--- config.mk ---
export PLATFORM = sky130hd
export DESIGN_NAME = uart_boot_loader
export DESIGN_NICKNAME = d
export VERILOG_FILES = /design/src/rtl/uart_boot_loader.sv
export SDC_FILE = /design/constraint.sdc
export NUM_CORES = 1
export LEC_CHECK = 0
export CAP_MARGIN = 40
export CORE_MARGIN = 10
export CORE_UTILIZATION = 40
export CTS_BUF_LIST = sky130_fd_sc_hd__clkbuf_8
export DETAILED_ROUTE_END_ITERATION = 12
export PLACE_DENSITY = 0.72
export SKIP_LAST_GASP = 1
export SLEW_MARGIN = 20
export SYNTH_ARGS = -nofsm -noshare
export SYNTH_HDL_FRONTEND = slang
export SYNTH_SLANG_ARGS = --single-unit
--- constraint.sdc ---
create_clock -name clk -period 2.5 [get_ports clk]
set_clock_uncertainty 0.15 [all_clocks]
set_input_delay 0.375 -clock clk [delete_from_list [all_inputs] [get_ports clk]]
set_output_delay 0.375 -clock clk [all_outputs]
set_load 0.01 [all_outputs]
--- src/rtl/uart_boot_loader.sv ---
// uart_boot_loader: drives the UART register bus as initiator, drains received bytes,
// parses an 0xA5-framed image (little-endian 32-bit length + payload) and writes it
// word by word into instruction memory, holding the CPU in reset until the load is done.
// Optional feature: define UART_BOOT_LOADER_ACK_EN to send ACK_BYTE back over the UART
// transmit buffer before done is raised.
module uart_boot_loader #(
  parameter logic [31:0] MEM_BASE = 32'h0000_0000,
  parameter int unsigned MAX_LEN  = 4096,
  parameter logic [7:0]  ACK_BYTE = 8'h06
) (
  input  logic        clk,
  input  logic        reset,
  output logic [5:0]  u_addr,
  input  logic [31:0] u_rdata,
  output logic [31:0] u_wdata,
  output logic        u_we,
  output logic [31:0] mem_addr,
  output logic [31:0] mem_wdata,
  output logic        mem_we,
  output logic        cpu_reset,
  output logic        done,
  output logic        err
);

  typedef enum logic [2:0] {
    StPoll, StChk, StFetch, StTake, StIdle
  } bus_state_e;

  typedef enum logic [2:0] {
    StSync, StLen0, StLen1, StLen2, StLen3, StData, StFin
  } frame_state_e;

  bus_state_e   bus_q, bus_d;
  frame_state_e frame_q, frame_d;

  logic [3:0]  rd_ptr_q, rd_ptr_d;
  logic [31:0] len_q, len_d;
  logic [1:0]  lane_q, lane_d;
  logic [31:0] word_q, word_d;
  logic [31:0] waddr_q, waddr_d;

  logic [5:0]  u_addr_q, u_addr_d;
  logic [31:0] mem_addr_q, mem_addr_d;
  logic [31:0] mem_wdata_q, mem_wdata_d;
  logic        mem_we_q, mem_we_d;
  logic        cpu_reset_q, cpu_reset_d;
  logic        done_q, done_d;
  logic        err_q, err_d;

`ifdef UART_BOOT_LOADER_ACK_EN
  logic [3:0]  wp_q, wp_d;
  logic [1:0]  ack_step_q, ack_step_d;
  logic        u_we_q, u_we_d;
  logic [31:0] u_wdata_q, u_wdata_d;
`endif

  logic        take;
  logic [7:0]  rx_byte;
  logic [31:0] len_full;
  logic [31:0] packed_word;

  // Byte selection from the fetched receive word, and the length/word being assembled.
  always_comb begin
    rx_byte     = u_rdata[{rd_ptr_q[1:0], 3'b000} +: 8];
    len_full    = {rx_byte, len_q[23:0]};
    packed_word = word_q;
    packed_word[{lane_q, 3'b000} +: 8] = rx_byte;
  end

  // Next-state logic for the bus FSM, frame FSM and all registered outputs.
  always_comb begin
    bus_d       = bus_q;
    frame_d     = frame_q;
    rd_ptr_d    = rd_ptr_q;
    len_d       = len_q;
    lane_d      = lane_q;
    word_d      = word_q;
    waddr_d     = waddr_q;
    u_addr_d    = u_addr_q;
    mem_addr_d  = mem_addr_q;
    mem_wdata_d = mem_wdata_q;
    mem_we_d    = 1'b0;
    cpu_reset_d = cpu_reset_q;
    done_d      = done_q;
    err_d       = 1'b0;
    take        = 1'b0;
`ifdef UART_BOOT_LOADER_ACK_EN
    wp_d        = wp_q;
    ack_step_d  = ack_step_q;
    u_we_d      = 1'b0;
    u_wdata_d   = u_wdata_q;
`endif

    unique case (bus_q)
      StPoll: bus_d = StChk;
      StChk: begin
        // u_addr has pointed at status since entering POLL; compare write pointer.
        if (u_rdata[11:8] != rd_ptr_q) begin
          bus_d    = StFetch;
          u_addr_d = {2'b01, rd_ptr_q[3:2], 2'b00};
        end else begin
          bus_d = StPoll;
        end
      end
      StFetch: bus_d = StTake;
      StTake: begin
        take     = 1'b1;
        rd_ptr_d = rd_ptr_q + 4'd1;
        u_addr_d = 6'h00;
        bus_d    = StPoll;
      end
      StIdle: bus_d = StIdle;
      default: bus_d = StPoll;
    endcase

    if (take) begin
      unique case (frame_q)
        StSync: if (rx_byte == 8'hA5) frame_d = StLen0;
        StLen0: begin
          len_d[7:0] = rx_byte;
          frame_d    = StLen1;
        end
        StLen1: begin
          len_d[15:8] = rx_byte;
          frame_d     = StLen2;
        end
        StLen2: begin
          len_d[23:16] = rx_byte;
          frame_d      = StLen3;
        end
        StLen3: begin
          if (len_full > MAX_LEN) begin
            err_d   = 1'b1;
            frame_d = StSync;
          end else if (len_full == 32'd0) begin
            frame_d = StFin;
          end else begin
            len_d   = len_full;
            lane_d  = 2'd0;
            word_d  = 32'd0;
            frame_d = StData;
          end
        end
        StData: begin
          word_d = packed_word;
          len_d  = len_q - 32'd1;
          lane_d = lane_q + 2'd1;
          // Flush on a full word or on the last image byte; clearing keeps unused lanes zero.
          if (lane_q == 2'd3 || len_q == 32'd1) begin
            mem_we_d    = 1'b1;
            mem_wdata_d = packed_word;
            mem_addr_d  = waddr_q;
            waddr_d     = waddr_q + 32'd4;
            word_d      = 32'd0;
            lane_d      = 2'd0;
          end
          if (len_q == 32'd1) frame_d = StFin;
        end
        default: frame_d = frame_q;
      endcase
    end

    // Once the image is complete no further bus reads are issued.
    if (frame_d == StFin) begin
      bus_d = StIdle;
    end

    if (frame_q == StFin) begin
`ifdef UART_BOOT_LOADER_ACK_EN
      unique case (ack_step_q)
        2'd0: begin
          u_we_d     = 1'b1;
          u_addr_d   = {2'b10, wp_q[3:2], 2'b00};
          u_wdata_d  = 32'd0;
          u_wdata_d[{wp_q[1:0], 3'b000} +: 8] = ACK_BYTE;
          ack_step_d = 2'd1;
        end
        2'd1: begin
          u_we_d     = 1'b1;
          u_addr_d   = 6'h00;
          u_wdata_d  = {28'd0, wp_q + 4'd1};
          wp_d       = wp_q + 4'd1;
          ack_step_d = 2'd2;
        end
        2'd2: begin
          u_wdata_d   = 32'd0;
          done_d      = 1'b1;
          cpu_reset_d = 1'b0;
          ack_step_d  = 2'd3;
        end
        default: ack_step_d = 2'd3;
      endcase
`else
      done_d      = 1'b1;
      cpu_reset_d = 1'b0;
`endif
    end
  end

  // State and output registers with synchronous active-high reset.
  always_ff @(posedge clk) begin
    if (reset) begin
      bus_q       <= StPoll;
      frame_q     <= StSync;
      rd_ptr_q    <= 4'd0;
      len_q       <= 32'd0;
      lane_q      <= 2'd0;
      word_q      <= 32'd0;
      waddr_q     <= MEM_BASE;
      u_addr_q    <= 6'h00;
      mem_addr_q  <= MEM_BASE;
      mem_wdata_q <= 32'd0;
      mem_we_q    <= 1'b0;
      cpu_reset_q <= 1'b1;
      done_q      <= 1'b0;
      err_q       <= 1'b0;
`ifdef UART_BOOT_LOADER_ACK_EN
      wp_q        <= 4'd0;
      ack_step_q  <= 2'd0;
      u_we_q      <= 1'b0;
      u_wdata_q   <= 32'd0;
`endif
    end else begin
      bus_q       <= bus_d;
      frame_q     <= frame_d;
      rd_ptr_q    <= rd_ptr_d;
      len_q       <= len_d;
      lane_q      <= lane_d;
      word_q      <= word_d;
      waddr_q     <= waddr_d;
      u_addr_q    <= u_addr_d;
      mem_addr_q  <= mem_addr_d;
      mem_wdata_q <= mem_wdata_d;
      mem_we_q    <= mem_we_d;
      cpu_reset_q <= cpu_reset_d;
      done_q      <= done_d;
      err_q       <= err_d;
`ifdef UART_BOOT_LOADER_ACK_EN
      wp_q        <= wp_d;
      ack_step_q  <= ack_step_d;
      u_we_q      <= u_we_d;
      u_wdata_q   <= u_wdata_d;
`endif
    end
  end

  assign u_addr    = u_addr_q;
  assign mem_addr  = mem_addr_q;
  assign mem_wdata = mem_wdata_q;
  assign mem_we    = mem_we_q;
  assign cpu_reset = cpu_reset_q;
  assign done      = done_q;
  assign err       = err_q;

`ifdef UART_BOOT_LOADER_ACK_EN
  assign u_we    = u_we_q;
  assign u_wdata = u_wdata_q;
`else
  // No transmit path: the write port is constant zero (ACK_BYTE masked to zero).
  assign u_we    = 1'b0;
  assign u_wdata = {24'd0, ACK_BYTE & 8'h00};
`endif

endmodule

# After elaboration in Yosys (flattened, before gate mapping)
# Cells that the tools add are included.
word_totals:
  in_bits: 34
  ff_bits: 182
  word_cells: 95
  out_inout_bits: 107
op_classes:
  magnitude_cmp: 1
  eq_ne: 18
  addsub: 5
  bitwise: 3
  n_shift: 3
  n_reduce_logical: 18
  muxes: 29
op_table:
  columns: ["op", "n"]
  rows:
  - ["two-way mux 32 bit", 5]
  - ["case mux 8 bit (3 select lines)", 3]
  - ["case mux 32 bit (2 select lines)", 1]
  - ["adder 32 x 3 -> 32 bit (second input constant)", 1]
  - ["bitwise mux 32 bit", 1]
  - ["== test 32 x 1 -> 1 bit (second input constant)", 1]
  - ["greater-than comparator 32 x 13 -> 1 bit (second input constant)", 1]
  - ["logical NOT 32 bit", 1]
  - ["variable shift 8 x 7 -> 32 bit (first input constant)", 1]
  - ["variable part select 32 x 6 -> 8 bit", 1]
  - ["variable part select 8 x 7 -> 32 bit", 1]
  - ["subtractor 32 x 1 -> 32 bit (second input constant)", 1]
  - ["case mux 3 bit (6 select lines)", 1]
  - ["case mux 8 bit (2 select lines)", 1]
  - ["== test 3 bit (second input constant)", 5]
  - ["two-way mux 3 bit", 5]
  - ["== test 3 x 2 -> 1 bit (second input constant)", 4]
  - ["case mux 3 bit (4 select lines)", 1]
  - ["case mux 6 bit (2 select lines)", 1]
  - ["AND reduction 3 bit", 4]
  - ["two-way mux 2 bit", 5]
  - ["nonzero test 2 bit", 5]
  - ["== test 8 bit (second input constant)", 1]
  - ["negator 5 -> 7 bit", 1]
  - ["16 further kinds", 25]

# Longest topological paths before layout
# Gate-level depths: netlist of run 1.
logic_depth:
  depth_word: 8
  mapped_depth: 10
  mapped_depth_nobuf: 8

# Worst setup path before layout of run 1
# Ideal clock, no wire load.
synth_timing:
  path_type: "register to register"
  start: "register rd_ptr_q[0]"
  end: "register word_q[0]"
  path_buffers: 3
  path_stages_with_launch: 10
  setup_time_ns: 0.070
  t_required_ns: 2.280
  path_slack_ns: -0.158
  period_less_slack_ns: 2.658
  t_arrival_ns: 2.438
  cell_sequence: "dfxtp_1 > buf_2 > mux4_2 > nor4_1 > and3_1 > a21o_1 > buf_2 > buf_2 > nand3_1 > a21oi_1"
synth_via:
  elab_chain_cells: 5
  elab_cells_between_ends: 10
  cone_classes: "order compare (1); eq/ne (2); shift (2); mux (3); reduce/logical (2)"
synth_lines:
  columns: ["item", "line_no", "rtl"]
  rows:
  - ["start: declaration", "36", "logic [3:0] rd_ptr_q, rd_ptr_d;"]
  - ["start signal: assignment", "226", "rd_ptr_q <= rd_ptr_d;"]
  - ["variable part select 32 x 6 -> 8 bit (*)", "64", "rx_byte = u_rdata[{rd_ptr_q[1:0], 3'b000} +: 8];"]
  - ["branches (longest 4 deep; another with greater-than comparator 32 x 13 -> 1 bit)", null, null]
  - ["end signal: assignment", "229", "word_q <= word_d;"]
  - ["end: declaration", "39", "logic [31:0] word_q, word_d;"]
# Mark *: on every way between the ends.
# A chain may end at the register's enable or synchronous reset.

# Worst setup path in the final report of run 1
layout_timing:
  start: "register len_q[10]"
  end: "register lane_q[1]"
layout_via:
  elab_chain_cells: 4
  elab_cells_between_ends: 9
  cone_classes: "order compare (1); eq/ne (3); mux (2); reduce/logical (3)"
layout_lines:
  columns: ["item", "line_no", "rtl"]
  rows:
  - ["start: declaration", "37", "logic [31:0] len_q, len_d;"]
  - ["start signal: assignment", "227", "len_q <= len_d;"]
  - ["branches (longest 4 deep; another with greater-than comparator 32 x 13 -> 1 bit)", null, null]
  - ["end signal: assignment", "228", "lane_q <= lane_d;"]
  - ["end: declaration", "38", "logic [1:0] lane_q, lane_d;"]
# Several ways; the timed one is not identified.

==> results of run 1 <==
[worst max-delay path, cell delays in order, from the launching register on]
cell	delay, ns
dfxtp_1	0.37
nor4_4	0.37
nand3_4	0.13
buf_4	0.21
o211a_1	0.26
buf_4	0.15
a21oi_4	0.40
clkbuf_16	0.25
nand2_1	0.06
a21oi_1	0.14
[layer usage]
layer	GRT usage	vias up	wire (um)
li1	-	4119	-
met5	0	-	0
met1	0.205	3977	10900
met2	0.278	298	12600
met3	0.0405	51	1890
met4	0.0709	0	781
[what timing repair did]
item                                    in CTS  in global routing
gates resized for setup                      7                 44
gates cloned                                 0                 11
endpoints found under the setup margin      50                135
pin swaps                                    2                 36
hold buffers                                 0                  0
buffers inserted                             3                  7
[final cells by class]
cell class / count / area, um^2
fillers: 1943 / 9630
inverters: 25 / 93.8
repair buffers: 231 / 2230
clock buffers: 18 / 248
well taps: 275 / 344
clock inverters: 14 / 178
flip-flops and latches: 175 / 3520
multi-input cells: 817 / 4710
[sequential cells by signal (all words and copies together), names as in the netlist]
name	flops
cpu_reset	1
mem_wdata	32
len_q	32
frame_q	3
u_addr	3
lane_q	2
word_q	32
waddr_q	30
rd_ptr_q	4
bus_q	3
mem_addr	30
done	1
err	1
mem_we	1
[power groups by stage]
| stage | clock [mW] | sequential [mW] | combinational, mW |
|---|---|---|---|
| 2_1_floorplan | 0 | 2.86 | 0.252 |
| 3_3_place_gp | 0 | 2.86 | 0.380 |
| 3_5_place_dp | 0 | 2.86 | 0.384 |
| 5_1_grt | 2.30 | 2.80 | 0.436 |
| 4_1_cts | 2.17 | 2.80 | 0.392 |
| 6_report | 2.15 | 2.80 | 0.407 |
[stage by stage]
step	hold WS (ns)	util	setup WS [ns]
global route	0.0997	0.541	-0.140
finish	0.101	0.541	-0.0563
floorplan	0.282	-	0.00433
detailed placement	0.296	0.497	-0.261
CTS	0.0868	0.520	-0.0456
global placement	0.287	0.497	-0.220
[layout by cell type, fill, tap and decap left out, types with 6 or more instances in the layout]
cell type / netlist / routed
clkbuf_8: 0 / 18
ha_1: 11 / 9
o31ai_1: 7 / 7
nor4_1: 15 / 12
clkdlybuf4s50_1: 0 / 101
and2_1: 8 / 8
or4_1: 9 / 6
dfxtp_1: 175 / 166
buf_12: 0 / 8
buf_4: 38 / 109
nand3_1: 52 / 50
nand2_1: 224 / 221
clkbuf_16: 0 / 7
a22oi_1: 14 / 14
buf_6: 1 / 6
o21ai_0: 59 / 58
a311oi_1: 6 / 6
nand4_1: 15 / 15
mux4_2: 8 / 8
nor2_1: 59 / 55
inv_1: 22 / 21
xnor2_1: 15 / 15
a22o_1: 24 / 24
a21oi_1: 132 / 127
and4_1: 6 / 6
a211oi_1: 8 / 7
nor3_1: 24 / 23
conb_1: 1 / 38
xor2_1: 10 / 10
dfxtp_2: 0 / 7
or3_1: 16 / 16
[final timing paths]
kind | end | slack [ns] | startpoint | cells past startpoint
setup reg to reg | lane_q[1] | -0.06 | len_q[10] | 9
setup / recovery | lane_q[1] | -0.06 | len_q[10] | 9
hold reg to reg | mem_addr[7] | 0.30 | mem_addr[7] | 2
hold / removal | waddr_q[8] | 0.10 | reset | 2
[kinds of logic after synthesis]
group | share of synthesized area
xor gates and xnor gates | 0.0257
muxes | 0.0223
DFF | 0.411
buffers and inverters | 0.0761
and+or+nand+nor | 0.256
adders and majority gates | 0.0162
AOI/OAI and AO/OA | 0.192
other | 0.000440
==> flow_summary_export.csv, run 1 <==
group,metric,value,unit
status,outcome,"finished with violations",
status,violations,"negative setup slack",
logic_synthesis,synth_top_area_frac,0.411,
logic_synthesis,synth.avg_cell_area,7.87,um^2
pwr,power,5.36,mW
finish,fin_cells,1555,
clock_network,clock-sinks,175,
finish,drive_gt1_frac,0.176,
die,die_h,166,um
logic_synthesis,post_synth_instance_area,0.00851,mm^2
worst_setup_path,arrival,2.81,ns
finish,diodes,0,
pwr,p_leak,4.06,nW
place,port_buffers,102,
die,row_count,53,
worst_setup_path,critPathKind,"reg2reg",
worst_setup_path,cp_max_fo,9,
route,first_pass_iters,5,
place,place_congestion,0.907,
clock_network,clk_transition_reported_paths,0.10,ns
route,ant_nets,0,
grt,overflow,0,
worst_setup_path,required,2.76,ns
route,vias,8445,
route,wirelength,26100,um
sta,hold_viol,0,
finish,syn_to_final_growth,33.0,%
route,vias_per_cell,5.43,
job,drv_cap,0,
pwr,p_per_area,473,mW/mm^2
logic_synthesis,synth_cells,1082,
logic_synthesis,synth_edf_count,0,
die,die_w,166,um
route,wl_per_cell,16.8,um
worst_hold_path,hp-class,"in2reg",
sta,worst_slack,-0.0563,ns
pwr,clkPwrFrac,0.402,
clock_network,clk_latency,0.47,ns
clock_network,clockBufferDepth,2,
logic_synthesis,yosysMostFrequentCell,"nand2_1",
grt,grt_max_degree,80,
logic_synthesis,synth.area.top_cells,"dfxtp_1, nand2_1, a21oi_1",
die,floorplan.initialDensity,0.406,
logic_synthesis,synth_ff_type,"dfxtp_1",
route,drc,0,
sta,setup_violations,37,
sta,rsz0062_at_grt,"true",
worst_setup_path,worstSetupStartpointType,"flop",
pwr,p_int,4.00,mW
sta,period_share,1.02,
pwr,switching_share,0.254,
grt,grt_pass1_wl,39700,um
clock_network,cts_tree,"done",
clock_network,cts-root-buf,"clkbuf_8",
logic_synthesis,synth_seq_cells,175,
place,dpl.hpwl,16700,um
worst_setup_path,endpoint_kind,"flop",
sta,slew_violations,0,
pwr,switchingPower,1.36,mW
die,io_pins,141,
clock_network,htree_levels,4,
logic_synthesis,async_reset_ff_frac,0,
die,dieArea,0.0275,mm^2
logic_synthesis,synth_area_leader_cell,"dfxtp_1",
place,place_area,0.0104,mm^2
sta,fin_crit,2.56,ns
clock_network,cts_buffers,17,
logic_synthesis,synth_cell_types,62,
die,core,0.0210,mm^2
finish,fin_nets,1312,
logic_synthesis,synth_common_cells,"nand2_1, dfxtp_1, a21oi_1",
pwr,vdd_ir_drop_max,290,uV
sta,max_freq,0.391,GHz
grt,antenna_found_initial,0,
sta,fin_setup_tns,-1.07,ns
pwr,power.share.sequential,0.522,
logic_synthesis,synth-warning-count,0,
pwr,comb_power_share,0.076,
grt,grt_pass1_vias,7917,
finish,stdcell_area,0.0113,mm^2
route,detail_route.iter0.violations,908,
grt,grt_use_total,0.169,
logic_synthesis,seq_area_frac_synth,0.411,
place,dp.cells,1503,
Power figures use the tool's default switching activity.
==> run 2, diff against run 1 <==
--- a/config.mk
+++ b/config.mk
@@ -7,2 +7,3 @@
 export LEC_CHECK = 0
+export ABC_AREA = 1
 export CAP_MARGIN = 40
@@ -12,3 +13,3 @@
 export DETAILED_ROUTE_END_ITERATION = 12
-export PLACE_DENSITY = 0.72
+export PLACE_DENSITY = 0.71
 export SKIP_LAST_GASP = 1
==> constraint.sdc (replaced) <==
create_clock -name clk -period 2.5 [get_ports clk]
set_clock_uncertainty 0.15 [all_clocks]
set_input_delay 0.75 -clock clk [delete_from_list [all_inputs] [get_ports clk]]
set_output_delay 0.75 -clock clk [all_outputs]
set_load 0.01 [all_outputs]
==> flow_summary_export.csv, run 2 <==
group,metric,value,unit
status,outcome,"complete, no violations",
clock_network,post-cts-setup-buffer-count,0,
logic_synthesis,synth_fa_ha_area_frac,0.0145,
logic_synthesis,synth_area_leader_cell,"dfxtp_1",
place,dpl.hpwl,20200,um
worst_hold_path,hp-class,"reg2reg",
job,drv_cap,0,
grt,grt_max_degree,71,
die,floorplan.initialDensity,0.406,
logic_synthesis,synth_common_cells,"nand2_1, nor2_1, dfxtp_1",
place,port_buffers,102,
logic_synthesis,synth_seq_cells,175,
logic_synthesis,async_reset_ff_frac,0,
worst_setup_path,crit_path_frequent_cell,"nand2_1",
finish,fillers,2395,
die,die_h,174,um
finish,syn_to_final_growth,21.4,%
sta,max_freq,0.427,GHz
worst_setup_path,endpoint_kind,"flop",
clock_network,cts_buffers,17,
clock_network,htree_levels,4,
route,drc,0,
worst_setup_path,critPathBufInv,4,
finish,seq_area,0.00350,mm^2
clock_network,clockBufferDepth,2,
pwr,p_per_area,461,mW/mm^2
sta,holdWs,0.307,ns
finish,layout_commonest_cell,"nand2_1",
clock_network,clk_latency,0.48,ns
sta,worst_slew_pin_slew,0.525,ns
die,io_pins,141,
finish,drive_gt1_frac,0.101,
logic_synthesis,synth.avg_cell_area,6.64,um^2
sta,setup_violations,0,
clock_network,cts-root-buf,"clkbuf_8",
sta,rsz0062_at_grt,"true",
die,die_w,174,um
logic_synthesis,synth_edf_count,0,
worst_setup_path,path_cells,"inv_2 -> ha_1 -> inv_1 -> nor2_1 -> nand4_1 -> nor2_1 -> nand2_1 -> nand2_1 -> nand2_4 -> inv_4 -> buf_12 -> nand2_1 -> o21ai_0 -> o211a_1",
logic_synthesis,seq_area_frac_synth,0.369,
clock_network,cts_tree,"done",
logic_synthesis,yosysMostFrequentCell,"nand2_1",
logic_synthesis,synth.area.top_cells,"dfxtp_1, nand2_1, nor2_1",
sta,hold_viol,0,
place,place_congestion,0.972,
route,vias_per_cell,5.01,
worst_setup_path,arrival,2.62,ns
pwr,p_leak,4.71,nW
finish,final_util,0.493,
logic_synthesis,yosys.area_share.simple,0.310,
grt,grt_busiest_layer,"met2",
grt,overflow,0,
logic_synthesis,synth_cells,1431,
clock_network,cts-hold-fix-buffers,0,
logic_synthesis,synthMuxAreaShare,0,
die,dieArea,0.0303,mm^2
route,wirelength,27700,um
finish,final_cell_mix,"nand2_1, nor2_1, dfxtp_1, inv_1, o21ai_0",
logic_synthesis,synth-warning-count,0,
grt,antenna_found_initial,0,
finish,multiInputGateArea,0.00498,mm^2
worst_setup_path,critPathKind,"reg2reg",
logic_synthesis,synth-xor-area-share,0.0267,
route,first_pass_iters,6,
sta,slew_violations,0,
worst_setup_path,critPathTopFamily,"simple AND/OR/NAND/NOR gates",
logic_synthesis,synth_top_area_frac,0.369,
route,wl_per_cell,14.7,um
grt,gr-usage-met2,0.278,
logic_synthesis,synth_ff_type,"dfxtp_1",
pwr,vdd_ir_drop_max,253,uV
pwr,power,5.32,mW
logic_synthesis,synth_cell_types,45,
grt,met3_usage,0.0438,
route,detail_route.iter0.violations,790,
sta,fin_crit,2.34,ns
clock_network,clock-sinks,175,
grt,grt_pass1_wl,45000,um
route,vias,9474,
worst_setup_path,cp_slowest_cell,"dfxtp_1",
worst_setup_path,cp_max_fo,26,
die,core,0.0234,mm^2
worst_setup_path,cpPeakStageDelay,0.33,ns
finish,fin_nets,1605,
worst_setup_path,worstSetupStartpointType,"flop",
route,ant_nets,0,
sta,relSlewSlack,0.647,
grt,grt_util_met1,0.233,
finish,diodes,0,
sta,worst_slack,0.156,ns
grt,grt_use_total,0.177,
logic_synthesis,synth_top_family_by_area,"simple AND/OR/NAND/NOR gates",
logic_synthesis,post_synth_instance_area,0.00951,mm^2
logic_synthesis,synth-compound-area-share,0.152,
grt,grt_pass1_vias,8785,
sta,fin_setup_tns,0,ns
worst_setup_path,required,2.78,ns
die,row_count,56,
clock_network,clk_transition_reported_paths,0.10,ns
sta,period_share,0.938,
place,dp_slack,-0.275,ns
## run 2: changes by cell type in the layout (fill, tap and decap cells not counted), sizes merged, moves of 10 or more
cell	before	now
or4	11	0
o22ai	3	24
a21oi	132	85
o21ai	60	122
a22oi	14	0
or3	16	0
xor2	10	21
a31oi	5	15
nand2	224	306
nor2	59	268
a22o	24	0
buf	123	78
inv	29	150
## run 2: worst paths after layout
kind / to / start / cells after the start / slack, ns
max: waddr_q[6] / len_q[1] / 14 / 0.16
min: cpu_reset / cpu_reset / 2 / 0.31
max reg2reg: waddr_q[6] / len_q[1] / 14 / 0.16
min reg2reg: cpu_reset / cpu_reset / 2 / 0.31
## run 2: cell type report
| class | count | share of cell area |
|---|---|---|
| Tap cell | 319 | 0.0346 |
| Inverter | 148 | 0.0485 |
| Multi-Input combinational cell | 1037 | 0.431 |
| Clock inverter | 12 | 0.0118 |
| Clock buffer | 18 | 0.0215 |
| Sequential cell | 175 | 0.304 |
| Timing Repair Buffer | 181 | 0.149 |
## run 2: repair_timing
action,in CTS,in global routing
gates resized for setup,0,17
endpoints found under the hold margin,0,0
setup endpoints to repair,0,71
## run 2: where the power goes
group          switching, mW  leakage, nW  total, mW  internal [mW]
sequential            0.0137         1.41       2.81           2.80
clock                   1.08        0.187       1.99          0.911
combinational          0.319         3.11      0.523          0.205
total                   1.41         4.71       5.32           3.91
## run 2: routing by layer
| metal | share of wire | routed length, um |
|---|---|---|
| met3 | 0.073 | 2030 |
| met5 | 0 | 0 |
| met1 | 0.46 | 12700 |
| met4 | 0.019 | 532 |
| met2 | 0.45 | 12500 |
## run 2: kinds of logic (layout without fill, tap and decap cells)
group / count (synthesis) / in the layout
other: 1 / 38
flip-flops: 175 / 175
XOR/XNOR: 29 / 29
AND/OR/NAND/NOR: 695 / 695
adder cells (fa/ha/maj): 11 / 11
buffers and inverters: 256 / 359
AO/OA/AOI/OAI: 264 / 264
## run 2: worst min-delay path: cells and delay by family, from the launching register on
kind	cells	cell delay [ns]
simple gates	2	0.10
flops	1	0.32
## run 2: stage by stage
stage,instances,cell area [um^2]
floorplan,1468,9650
global placement,1859,11100
detailed placement,1859,11100
CTS,1889,11500
global route,1890,11500
finish,1890,11500
==> run 3, diff against run 2 <==
Settings changed: CTS_CLUSTER_SIZE from default to 25, PLACE_DENSITY 0.71 to 0.69.
Clock period 2.5 ns to 2.3 ns, I/O delays scaled along.
==> flow_summary_export.csv, run 3 (synthesis results as in run 2) <==
group,metric,value,unit
route,drc,0,
pwr,p_int,4.21,mW
pwr,switchingPower,1.62,mW
worst_setup_path,path_cells,"clkdlybuf4s50_1",
finish,diodes,0,
clock_network,cts_tree,"done",
finish,syn_to_final_growth,26.3,%
grt,grt_use_total,0.177,
worst_setup_path,worstSetupStartpointType,"flop",
place,port_buffers,102,
place,place_congestion,0.952,
sta,rsz0062_at_grt,"true",
pwr,clkPwrFrac,0.372,
pwr,comb_power_share,0.105,
place,dpl.hpwl,20300,um
sta,max_freq,0.443,GHz
clock_network,clock-sinks,175,
finish,layout_commonest_cell,"nand2_1",
worst_setup_path,critPathKind,"reg2out",
clock_network,clockBufferDepth,2,
route,first_pass_iters,6,
grt,grt_pass1_vias,8905,
clock_network,cts_buffers,17,
finish,final_util,0.513,
grt,overflow,0,
pwr,power.share.sequential,0.524,
grt,gr-usage-met2,0.274,
die,die_h,174,um
clock_network,htree_levels,4,
clock_network,clk_transition_reported_paths,0.09,ns
sta,holdWs,0.304,ns
die,die_w,174,um
finish,drive_gt1_frac,0.139,
route,vias,9602,
route,detail_route.iter0.violations,698,
job,drv_cap,0,
sta,fin_crit,2.26,ns
clock_network,clk_latency,0.47,ns
route,vias_per_cell,4.96,
grt,grt_util_met1,0.237,
sta,setup_violations,0,
worst_setup_path,critPathBufInv,1,
status,outcome,"complete, no violations",
place,dp_slack,-0.485,ns
grt,grt_pass1_wl,44700,um
pwr,power,5.83,mW
sta,slew_violations,0,
sta,period_share,0.981,
pwr,switching_share,0.278,
place,dp.cells,1897,
grt,grt_busiest_layer,"met2",
pwr,p_per_area,486,mW/mm^2
pwr,vdd_ir_drop_max,347,uV
grt,antenna_found_initial,0,
die,dieArea,0.0303,mm^2
route,wirelength,27600,um
sta,worst_slack,0.0448,ns
clock_network,cts-root-buf,"clkbuf_8",
worst_setup_path,critPathTopFamily,"buffers and inverters",
finish,fin_nets,1650,
grt,grt_max_degree,66,
grt,met3_usage,0.0379,
finish,final_cell_mix,"nand2_1, nor2_1, dfxtp_1, inv_1, buf_4",
worst_setup_path,arrival,1.42,ns
die,row_count,56,
finish,fin_cells,1936,
pwr,p_leak,5.03,nW
worst_setup_path,required,1.46,ns
worst_setup_path,cp_max_fo,2,
sta,hold_viol,0,
worst_setup_path,endpoint_kind,"primary output",
die,core,0.0234,mm^2
worst_setup_path,cp_slowest_cell,"clkdlybuf4s50_1",
die,floorplan.initialDensity,0.406,
clock_network,cts-hold-fix-buffers,0,
worst_hold_path,hp-class,"reg2reg",
route,wl_per_cell,14.3,um
route,ant_nets,0,
die,io_pins,141,
worst_setup_path,cpPeakStageDelay,0.57,ns
==> run 3: cell count changes in the layout (fill, tap and decap cells not counted), sizes merged <==
cell           delta
buf              +45
bufinv            -1
clkdlybuf4s50     -6
clkinv            +1
clkinvlp          -1
dlygate4sd2       +1
dlymetal6s2s      +5
inv               +2
==> run 3: timing repair <==
action                     4_1_cts  5_1_grt
setup endpoints to repair       44      130
gates resized for setup          7       61
pin swaps                        0        8
buffers inserted                 0        7
gates cloned                     0        1
==> run 3: power by group through the flow <==
stage	combinational (mW)	sequential, mW	clock [mW]
final	0.610	3.05	2.17
after global routing	0.667	3.06	2.34
after CTS	0.593	3.05	2.22
after detailed placement	0.590	3.12	0
after global placement	0.585	3.12	0
after floorplan	0.377	3.12	0
==> run 3: area by class of cell <==
class                           count  area, um^2
Clock buffer                       18         248
Clock inverter                     13         149
Fill cell                        2352       11400
Inverter                          148         569
Multi-Input combinational cell   1037        5040
Sequential cell                   175        3510
Tap cell                          319         399
Timing Repair Buffer              226        2090
==> run 3: final timing paths <==
check / from / end / cells after the start / slack [ns]
worst max register to register: len_q[1] / waddr_q[15] / 14 / 0.08
worst min register to register: cpu_reset / cpu_reset / 2 / 0.30
worst max-delay path: mem_wdata[8] / mem_wdata[8] / 1 / 0.04
worst min-delay path: cpu_reset / cpu_reset / 2 / 0.30
==> run 3: through the flow <==
stage	cell area [um^2]	TNS, ns
3_3_place_gp	11400	-17.53
3_5_place_dp	11400	-20.51
5_1_grt	12000	-0.847
2_1_floorplan	9650	0
4_1_cts	11800	0
6_report	12000	0
==> run 3: metal layers <==
layer	up-vias	wire, um	part of all wire
met5	-	0	0
met4	0	577	0.021
met3	41	1660	0.060
met2	309	12400	0.45
met1	4363	13000	0.47
li1	4889	-	-
